===== src/rtl/radar_det_streamer.sv =====
// Multi-channel CFAR detection streamer: per-channel holding registers, round-robin into a FIFO,
// per-CPI trailer beats on AXI4-Stream. Optional statistics enabled by RADAR_DSTREAM_STATS_EN.
module radar_det_streamer #(
    parameter int NUM_CH     = 4,
    parameter int RANGE_W    = 16,
    parameter int VEL_W      = 16,
    parameter int FIFO_DEPTH = 64,
    localparam int CH_W      = (NUM_CH > 1) ? $clog2(NUM_CH) : 1,
    localparam int LVL_W     = $clog2(FIFO_DEPTH) + 1
) (
    input  logic                       clk,
    input  logic                       rst_n,
    input  logic                       enable,
    input  logic [NUM_CH-1:0]          det_valid,
    input  logic [NUM_CH*RANGE_W-1:0]  det_range,
    input  logic [NUM_CH*VEL_W-1:0]    det_velocity,
    input  logic                       cpi_end,
    input  logic                       clear_status,
    output logic [RANGE_W+VEL_W-1:0]   m_axis_tdata,
    output logic [CH_W:0]              m_axis_tuser,
    output logic                       m_axis_tvalid,
    input  logic                       m_axis_tready,
    output logic                       m_axis_tlast,
    output logic                       frame_done_irq,
    output logic [LVL_W-1:0]           fifo_level,
    output logic [15:0]                drop_count,
    output logic                       cpi_overrun
);

    localparam int DW = RANGE_W + VEL_W;
    localparam int EW = 1 + CH_W + DW;
    localparam int AW = $clog2(FIFO_DEPTH);
    localparam logic [CH_W:0] NCH = (CH_W+1)'(NUM_CH);

    function automatic logic [CH_W-1:0] wrap_add(input logic [CH_W-1:0] base, input logic [CH_W:0] inc);
        logic [CH_W:0] s;
        s = {1'b0, base} + inc;
        if (s >= NCH) s = s - NCH;
        return s[CH_W-1:0];
    endfunction

    logic [NUM_CH-1:0]  r_h_vld;
    logic [NUM_CH-1:0]  r_h_epoch;
    logic [RANGE_W-1:0] r_h_range [NUM_CH];
    logic [VEL_W-1:0]   r_h_vel   [NUM_CH];
    logic               r_cap_epoch;
    logic               r_wr_epoch;
    logic               r_eop_pending;
    logic [CH_W-1:0]    r_rr_ptr;
    logic [RANGE_W-1:0] r_det_count;
    logic [VEL_W-1:0]   r_cpi_seq;

    logic [EW-1:0]      r_mem [FIFO_DEPTH];
    logic [AW-1:0]      r_wptr;
    logic [AW-1:0]      r_rptr;
    logic [AW:0]        r_mcnt;
    logic [LVL_W-1:0]   r_level;
    logic               r_ovld;
    logic [EW-1:0]      r_oent;
    logic               r_irq;

    logic [NUM_CH-1:0]  w_elig;
    logic               w_gnt_any;
    logic [CH_W-1:0]    w_gnt_idx;
    logic [NUM_CH-1:0]  w_gnt;
    logic [NUM_CH-1:0]  w_drop;
    logic               w_full;
    logic               w_wr_det;
    logic               w_wr_trl;
    logic               w_wr;
    logic [EW-1:0]      w_wentry;
    logic               w_hs;
    logic               w_pop;
    logic               w_cpi_acc;
    logic               w_cpi_ovr;

    // Only data from the CPI currently being written may compete; later-epoch data waits for the trailer.
    assign w_elig    = r_h_vld & ~(r_h_epoch ^ {NUM_CH{r_wr_epoch}});
    assign w_full    = (r_level == LVL_W'(FIFO_DEPTH));
    assign w_wr_det  = w_gnt_any && !w_full;
    assign w_wr_trl  = r_eop_pending && (w_elig == '0) && !w_full;
    assign w_wr      = w_wr_det || w_wr_trl;
    assign w_cpi_acc = enable && cpi_end && !r_eop_pending;
    assign w_cpi_ovr = enable && cpi_end && r_eop_pending;
    assign w_hs      = r_ovld && m_axis_tready;
    assign w_pop     = (r_mcnt != '0) && (!r_ovld || w_hs);

    always_comb begin
        w_gnt_any = 1'b0;
        w_gnt_idx = '0;
        for (int k = 0; k < NUM_CH; k++) begin
            if (!w_gnt_any && w_elig[wrap_add(r_rr_ptr, (CH_W+1)'(k))]) begin
                w_gnt_any = 1'b1;
                w_gnt_idx = wrap_add(r_rr_ptr, (CH_W+1)'(k));
            end
        end
    end

    always_comb begin
        w_gnt  = '0;
        w_drop = '0;
        for (int i = 0; i < NUM_CH; i++) begin
            w_gnt[i]  = w_wr_det && (w_gnt_idx == CH_W'(i));
            w_drop[i] = enable && det_valid[i] && r_h_vld[i] && !w_gnt[i];
        end
    end

    always_comb begin
        w_wentry = {1'b0, w_gnt_idx, r_h_vel[w_gnt_idx], r_h_range[w_gnt_idx]};
        if (w_wr_trl) w_wentry = {1'b1, {CH_W{1'b0}}, r_cpi_seq, r_det_count};
    end

    // Capture stage: a holding register reloads in the same cycle it is granted.
    always_ff @(posedge clk or negedge rst_n) begin
        if (!rst_n) begin
            r_h_vld   <= '0;
            r_h_epoch <= '0;
            for (int i = 0; i < NUM_CH; i++) begin
                r_h_range[i] <= '0;
                r_h_vel[i]   <= '0;
            end
        end else begin
            for (int i = 0; i < NUM_CH; i++) begin
                if (enable && det_valid[i] && (!r_h_vld[i] || w_gnt[i])) begin
                    r_h_vld[i]   <= 1'b1;
                    r_h_epoch[i] <= r_cap_epoch;
                    r_h_range[i] <= det_range[i*RANGE_W +: RANGE_W];
                    r_h_vel[i]   <= det_velocity[i*VEL_W +: VEL_W];
                end else if (w_gnt[i]) begin
                    r_h_vld[i] <= 1'b0;
                end
            end
        end
    end

    always_ff @(posedge clk or negedge rst_n) begin
        if (!rst_n) begin
            r_cap_epoch   <= 1'b0;
            r_wr_epoch    <= 1'b0;
            r_eop_pending <= 1'b0;
            r_rr_ptr      <= '0;
            r_det_count   <= '0;
            r_cpi_seq     <= '0;
        end else begin
            if (w_cpi_acc) begin
                r_cap_epoch   <= ~r_cap_epoch;
                r_eop_pending <= 1'b1;
            end
            if (w_wr_det) begin
                r_rr_ptr <= wrap_add(w_gnt_idx, (CH_W+1)'(1));
                if (r_det_count != '1) r_det_count <= r_det_count + 1'b1;
            end
            if (w_wr_trl) begin
                r_wr_epoch    <= ~r_wr_epoch;
                r_eop_pending <= 1'b0;
                r_det_count   <= '0;
                r_cpi_seq     <= r_cpi_seq + 1'b1;
            end
        end
    end

    // FIFO write stage
    always_ff @(posedge clk) begin
        if (w_wr) r_mem[r_wptr] <= w_wentry;
    end

    always_ff @(posedge clk or negedge rst_n) begin
        if (!rst_n) begin
            r_wptr  <= '0;
            r_rptr  <= '0;
            r_mcnt  <= '0;
            r_level <= '0;
        end else begin
            if (w_wr)  r_wptr <= r_wptr + 1'b1;
            if (w_pop) r_rptr <= r_rptr + 1'b1;
            case ({w_wr, w_pop})
                2'b10:   r_mcnt <= r_mcnt + 1'b1;
                2'b01:   r_mcnt <= r_mcnt - 1'b1;
                default: r_mcnt <= r_mcnt;
            endcase
            case ({w_wr, w_hs})
                2'b10:   r_level <= r_level + 1'b1;
                2'b01:   r_level <= r_level - 1'b1;
                default: r_level <= r_level;
            endcase
        end
    end

    // Output register stage: contents only change on load, so they hold until the handshake.
    always_ff @(posedge clk or negedge rst_n) begin
        if (!rst_n) begin
            r_ovld <= 1'b0;
            r_oent <= '0;
            r_irq  <= 1'b0;
        end else begin
            if (w_pop) begin
                r_ovld <= 1'b1;
                r_oent <= r_mem[r_rptr];
            end else if (w_hs) begin
                r_ovld <= 1'b0;
            end
            r_irq <= w_hs && r_oent[EW-1];
        end
    end

    assign m_axis_tvalid  = r_ovld;
    assign m_axis_tdata   = r_oent[DW-1:0];
    assign m_axis_tuser   = r_oent[EW-1:DW];
    assign m_axis_tlast   = r_ovld && r_oent[EW-1];
    assign frame_done_irq = r_irq;
    assign fifo_level     = r_level;

`ifdef RADAR_DSTREAM_STATS_EN
    logic [15:0] r_drop_cnt;
    logic        r_overrun;
    logic [4:0]  w_drop_n;
    logic [16:0] w_drop_sum;

    always_comb begin
        w_drop_n = '0;
        for (int i = 0; i < NUM_CH; i++) w_drop_n = w_drop_n + 5'(w_drop[i]);
    end
    assign w_drop_sum = {1'b0, r_drop_cnt} + {12'b0, w_drop_n};

    always_ff @(posedge clk or negedge rst_n) begin
        if (!rst_n) begin
            r_drop_cnt <= '0;
            r_overrun  <= 1'b0;
        end else if (clear_status) begin
            r_drop_cnt <= '0;
            r_overrun  <= 1'b0;
        end else begin
            r_drop_cnt <= w_drop_sum[16] ? 16'hFFFF : w_drop_sum[15:0];
            if (w_cpi_ovr) r_overrun <= 1'b1;
        end
    end

    assign drop_count  = r_drop_cnt;
    assign cpi_overrun = r_overrun;
`else
    logic w_unused_stats;
    assign w_unused_stats = ^{w_drop, w_cpi_ovr, clear_status};
    assign drop_count     = '0;
    assign cpi_overrun    = 1'b0;
`endif

endmodule


===== config.mk =====
export PLATFORM = sky130hd
export DESIGN_NAME = radar_det_streamer
export DESIGN_NICKNAME = d
export VERILOG_FILES = /design/src/rtl/radar_det_streamer.sv
export SDC_FILE = /design/constraint.sdc
export NUM_CORES = 2
export LEC_CHECK = 0
export CAP_MARGIN = 10
export CORE_MARGIN = 5
export CORE_UTILIZATION = 53
export DETAILED_ROUTE_END_ITERATION = 12
export MAX_ROUTING_LAYER = met4
export PLACE_DENSITY = 0.7
export SLEW_MARGIN = 20
export SYNTH_ARGS = -nofsm -noshare
export SYNTH_HDL_FRONTEND = slang
export SYNTH_SLANG_ARGS = --single-unit

===== constraint.sdc =====
create_clock -name clk -period 11.5 [get_ports clk]
set_input_delay 2.3 -clock clk [delete_from_list [all_inputs] [get_ports clk]]
set_output_delay 2.3 -clock clk [all_outputs]
set_load 0.02 [all_outputs]

* Word level (Yosys, flattened, before mapping) *
Memory sizes are Yosys's and may differ from the RTL's. A register that Yosys moved wholly into a read port is not among the register bits.
Index checks and enable logic that the tools add are counted.

operators by class
  bitwise logic cells = 6
  eq/ne operators = 9
  reduce and logical (&&, ||, !) cells = 55
  $lt $le $gt $ge = 10
  mux-type cells = 47
  add/subtract/negate cells = 17

operators with widths
  kind                   count
  $mux 16                7
  $bmux 16 s2            2
  $mux 35                1
  $add 16x1->16 const B  2
  $pmux 7 s2             2
  $logic_and 1x1->1      24
  $mux 1                 22
  $reduce_bool 2->1      10
  $mux 2                 9
  $ne 16x16->1 const B   1
  $ge 3x3->1 const B     5
  $add 7x1->7 const B    2
  $sub 7x1->7 const B    2
  $add 6x1->6 const B    2
  $lt 2x3->1 const B     4
  $logic_not 1->1        11
  $sub 2x1->2 const B    5
  $bmux 1 s2             4
  $eq 2x2->1 const B     4
  $eq 7x7->1 const B     1
  $reduce_bool 7->1      1
  $add 2x1->3 const B    2
  $add 2x2->3 const B    2
  $eq 2x1->1 const B     3
  10 further kinds       16

storage, ports and cells
  input port bits = 138
  memories = 1
  register bits = 201
  memory bits (writable) = 2240
  output and inout bits = 62

memories
  name   words  bits a word  read ports  clocked after Yosys merged registers in  write ports  RTL line  source
  r_mem  64     35           1           1                                        1            53        logic [EW-1:0] r_mem [FIFO_DEPTH];

* Depth between registers and ports, before layout *
  depth after elaboration = 20
  depth in mapped cells = 18
  depth with buffers taken out = 14

* Least setup slack after synthesis *
No wires, ideal clock.

  kind = in2reg
  start = input m_axis_tready
  end = register r_mcnt[6]
  arrival time = 4897 ps
  data required time = 11421 ps
  cell stages on the path = 13
  path slack = 6524 ps
  path through = nand2b_1 o41ai_2 inv_2 clkbuf_1 clkbuf_1 ha_1 ha_1 nor2b_1 o21ai_0 a21boi_0 or4_1 nand3_1 xor2_1

on the way
  longest elaborated chain between the ends = 5
  elaborated cells on any way between the ends = 7
  classes of those cells = eq/ne: 2; mux: 1; reduce/logical: 4

RTL lines
  what                                             RTL line  source
  from (decl)                                      22        input logic m_axis_tready,
  $logic_and 1x1->1 *                              85        assign w_hs = r_ovld && m_axis_tready;
  $logic_or 1x1->1 *                               86        assign w_pop = (r_mcnt != '0) && (!r_ovld || w_hs);
  $logic_and 1x1->1 *                              86
  named net w_pop                                  73        logic w_pop;
  $eq 2x1->1 or $eq 2x2->1 (tied branches)         176       case ({w_wr, w_pop})
  $pmux 7 s2 or $reduce_bool 2->1 (tied branches)  --
  to (signal assigned)                             177       2'b10: r_mcnt <= r_mcnt + 1'b1;
  to (signal assigned)                             178       2'b01: r_mcnt <= r_mcnt - 1'b1;
  to (signal assigned)                             179       default: r_mcnt <= r_mcnt;
  to (decl)                                        56        logic [AW:0] r_mcnt;

Mark *: on every way through the listed nets, which the timed path passes. The rest lies on a longest branch.
A chain may end at the register's enable or synchronous reset.

* Worst setup path in the final report *
  start = input m_axis_tready
  end = register r_oent[9], read port of r_mem

on the way
  longest elaborated chain between the ends = 3

RTL lines
  what               RTL line  source
  $logic_and 1x1->1  85
  $logic_or 1x1->1   86
  $logic_and 1x1->1  86
  to (decl)          59        logic [EW-1:0] r_oent;

Every way passes these cells.

==> flow_metrics.tcl <==
set metrics [dict create \
    status "complete, no violations" \
    worst_hold_path_type "reg -> reg" \
    die_h_um 437 \
    rsz0062_at_grt "false" \
    critPathKind "in -> reg" \
    use_met3_pct 5.61 \
    drive_gt1_share_pct 24.8 \
    avgSynthCellArea_um2 20.8 \
    clock_latency_ns 0.89 \
    fin_skew_ns 0.0519 \
    grt-ovfl-total 0 \
    avgRoutedWirePerCell_um 31.4 \
    finalSetupViolCount 0 \
    drc 0 \
    htree_levels 4 \
    crit_family "simple AND/OR/NAND/NOR gates" \
    ys_ff_latch 2476 \
    slew_violations 0 \
    cp_max_fo 32 \
    crit_path_cell_trace "clkdlybuf4s50_1 > nand2b_1 > o41ai_4 > buf_4 > inv_2 > buf_4 > nand2_1 > nor4_1 > a221o_1" \
    dr.pass1.iters 6 \
    finalSetupTns_ns 0 \
    worst-path-buf-inv 4 \
    slowest_delay_ns 0.88 \
    antenna_found_initial 8 \
    place.port_buffers 181 \
    layout_min_cycle_time_ns 5.01 \
    synthesis.instances 4639 \
    critPathArrivalTime_ns 5.82 \
    clock_path_buffers 3 \
    yosys_warnings 0 \
    finish.net_count 5082 \
    io_pins 200 \
    fin_crit_sh_pct 43.6 \
    ys_types 74 \
    use_met1_pct 35.9 \
    tightestPinTransition_ns 1.14 \
    dr_total_vias 48352 \
    vias_per_cell 6.44 \
    dp_hpwl_um 128000 \
    cts_resized 0 \
    grt.met2_usage_pct 38.6 \
    grtUsageTotal_pct 25.5 \
    core_area_mm2 0.181 \
    cts_tree "yes" \
    post_cts_buffers 0 \
    design_area_mm2 0.109 \
    hold_buffers 0 \
    synth-edff-count 2240 \
    syn-cell-area_mm2 0.0966 \
    cts_made_buffers 231 \
    grt_pass1_wl_um 343000 \
    fmax_ghz 0.200 \
    crit_path_start_kind "primary input" \
    grt-busiest-layer "met2" \
    syn_to_final_growth_pct 13.3 \
    root_buffer "clkbuf_16" \
    num_rows 156 \
    dpl_cell_area_mm2 0.102 \
    hold_viol_final 0 \
    ant_nets 0 \
    crit_required_ns 12.31 \
    die_width_um 437 \
    end_kind "register" \
    clkTransAtPathRegs_ns 0.06 \
    maxSlewHeadroom_pct 24.2 \
    numClockSinks 2476 \
    crit_slowest_cell "nor4_1" \
    start_util_pct 53.4 \
    synthArstFlopShare_pct 9.53 \
    synth_flop_cell "edfxtp_1" \
    grt_pass1_vias 48486 \
    wirelength_um 236000 \
    utilization_pct 60.5 \
    drt_iter0_drc 5997 \
    timing.critical_path.mode_cell "buf_4" \
    seq_area_frac_synth_pct 75.8 \
    grt_max_degree 151 \
    dieArea_mm2 0.191 \
    place_congestion 0.813 \
    maxCapViolations 0 \
]
==> state kept, by name, summed over array words and instances (netlist names), 2 cells and up <==
name / flops
r_mcnt: 7
r_det_count: 16
r_h_vld: 4
r_oent: 35
r_rr_ptr: 2
r_rptr: 6
r_mem: 2240
r_cpi_seq: 16
fifo_level: 7
r_h_epoch: 4
r_h_vel: 64
r_wptr: 6
r_h_range: 64
==> worst register-to-register path, cell delays in order (launching register included) <==
cell      delay [ns]
dfrtp_1         0.54
xnor2_1         0.44
o211ai_1        0.20
a32oi_1         0.48
nor2_1          0.18
inv_2           0.07
buf_4           0.74
ha_1            0.29
inv_1           0.04
o31ai_1         0.31
nor2b_4         0.60
buf_16          0.24
mux2_2          0.35
==> worst paths after layout <==
path | to | cells past startpoint | slack [ns] | start
setup / recovery | r_oent[9]$_DFFE_PN0P_ | 9 | 6.49 | m_axis_tready
hold / removal | r_cpi_seq[15]$_DFFE_PN0P_ | 1 | 0.47 | r_cpi_seq[15]$_DFFE_PN0P_
setup reg to reg | r_h_range[48]$_DFFE_PN0P_ | 12 | 6.91 | r_wr_epoch$_DFFE_PN0P_
hold reg to reg | r_cpi_seq[15]$_DFFE_PN0P_ | 1 | 0.47 | r_cpi_seq[15]$_DFFE_PN0P_
max in group asynchronous | r_rptr[2]$_DFFE_PN0P_ | 2 | 8.49 | rst_n
min in group asynchronous | r_h_range[40]$_DFFE_PN0P_ | 1 | 1.45 | rst_n
==> layout by cell type (no fill, tap or decap), types with 32 or more instances in the layout <==
master           synthesis  layout
mux2_2                 139     139
nor2_4                   0      67
nor2_1                 111      42
buf_4                   54     134
clkinv_1                 0      56
o22ai_1                125      92
o22ai_4                  0      32
nand2_1                109     109
clkbuf_1                84      63
o21ai_0                 74      73
mux4_2                 532     532
clkinv_2                 0      41
mux2i_1                218     218
edfxtp_1              2240    2240
nand3_1                 50      49
clkbuf_16                0     233
dfrtp_1                236     231
clkdlybuf4s50_1          0     180
a22oi_1                 84      84
==> layout make-up <==
class	instances	area, µm²
Clock buffer	307	6210
Antenna cell	7	17.5
Multi-Input combinational cell	1867	22900
Inverter	25	95.1
Sequential cell	2476	73200
Fill cell	12499	71500
Timing Repair Buffer	325	3050
Tap cell	2370	2970
Clock inverter	127	1070
==> metrics by stage <==
step	worst slack, ns	hold WS, ns	instances
6_report	6.49	0.469	7504
3_3_place_gp	5.74	0.464	7060
4_1_cts	6.60	0.475	7494
5_1_grt	6.38	0.489	7502
2_1_floorplan	6.52	0.433	4655
3_5_place_dp	5.70	0.462	7060
==> cell usage after synthesis (all sizes together), types with 7 or more instances <==
cell type	count	area share [%]
xnor2	25	0.23
nor4	23	0.16
o31ai	10	0.078
a22o	29	0.26
a31oi	25	0.16
mux2i	218	2.3
nor3	24	0.12
buf	202	1.3
a21oi	26	0.15
o21ai	77	0.40
o22ai	125	0.81
nand3	50	0.26
nand4	15	0.097
clkbuf	85	0.33
a22oi	84	0.65
xor2	22	0.20
a221oi	17	0.15
mux4	532	12
edfxtp	2240	70
dfrtp	236	6.1
nand2	110	0.43
ha	17	0.22
mux2	157	1.8
a221o	18	0.19
nor2	111	0.43
nor2b	16	0.10
o211ai	11	0.085
or4	7	0.054
inv	25	0.097
nand2b	18	0.12
or3	10	0.065
==> metal layers <==
metal / wire length, µm / share of wire [%]
met2: 112000 / 48
met3: 22700 / 9.6
met4: 5570 / 2.4
met1: 95200 / 40
met5: 0 / 0
==> cells by family (layout without fill, tap and decap cells) <==
| family | after synthesis | count (layout) | synth area share [%] |
|---|---|---|---|
| flip-flops | 2476 | 2476 | 75.8 |
| multiplexers | 907 | 907 | 16.5 |
| AO/OA/AOI/OAI | 458 | 458 | 3.26 |
| AND/OR/NAND/NOR | 420 | 420 | 2.13 |
| buffers and inverters | 312 | 784 | 1.68 |
| XOR/XNOR | 47 | 47 | 0.426 |
| adder cells (fa/ha/maj) | 18 | 18 | 0.241 |
| other | 1 | 24 | 0.00388 |
Power is not shown: default switching activity piles up to over one toggle a cycle in this logic, so the estimate is an artifact.
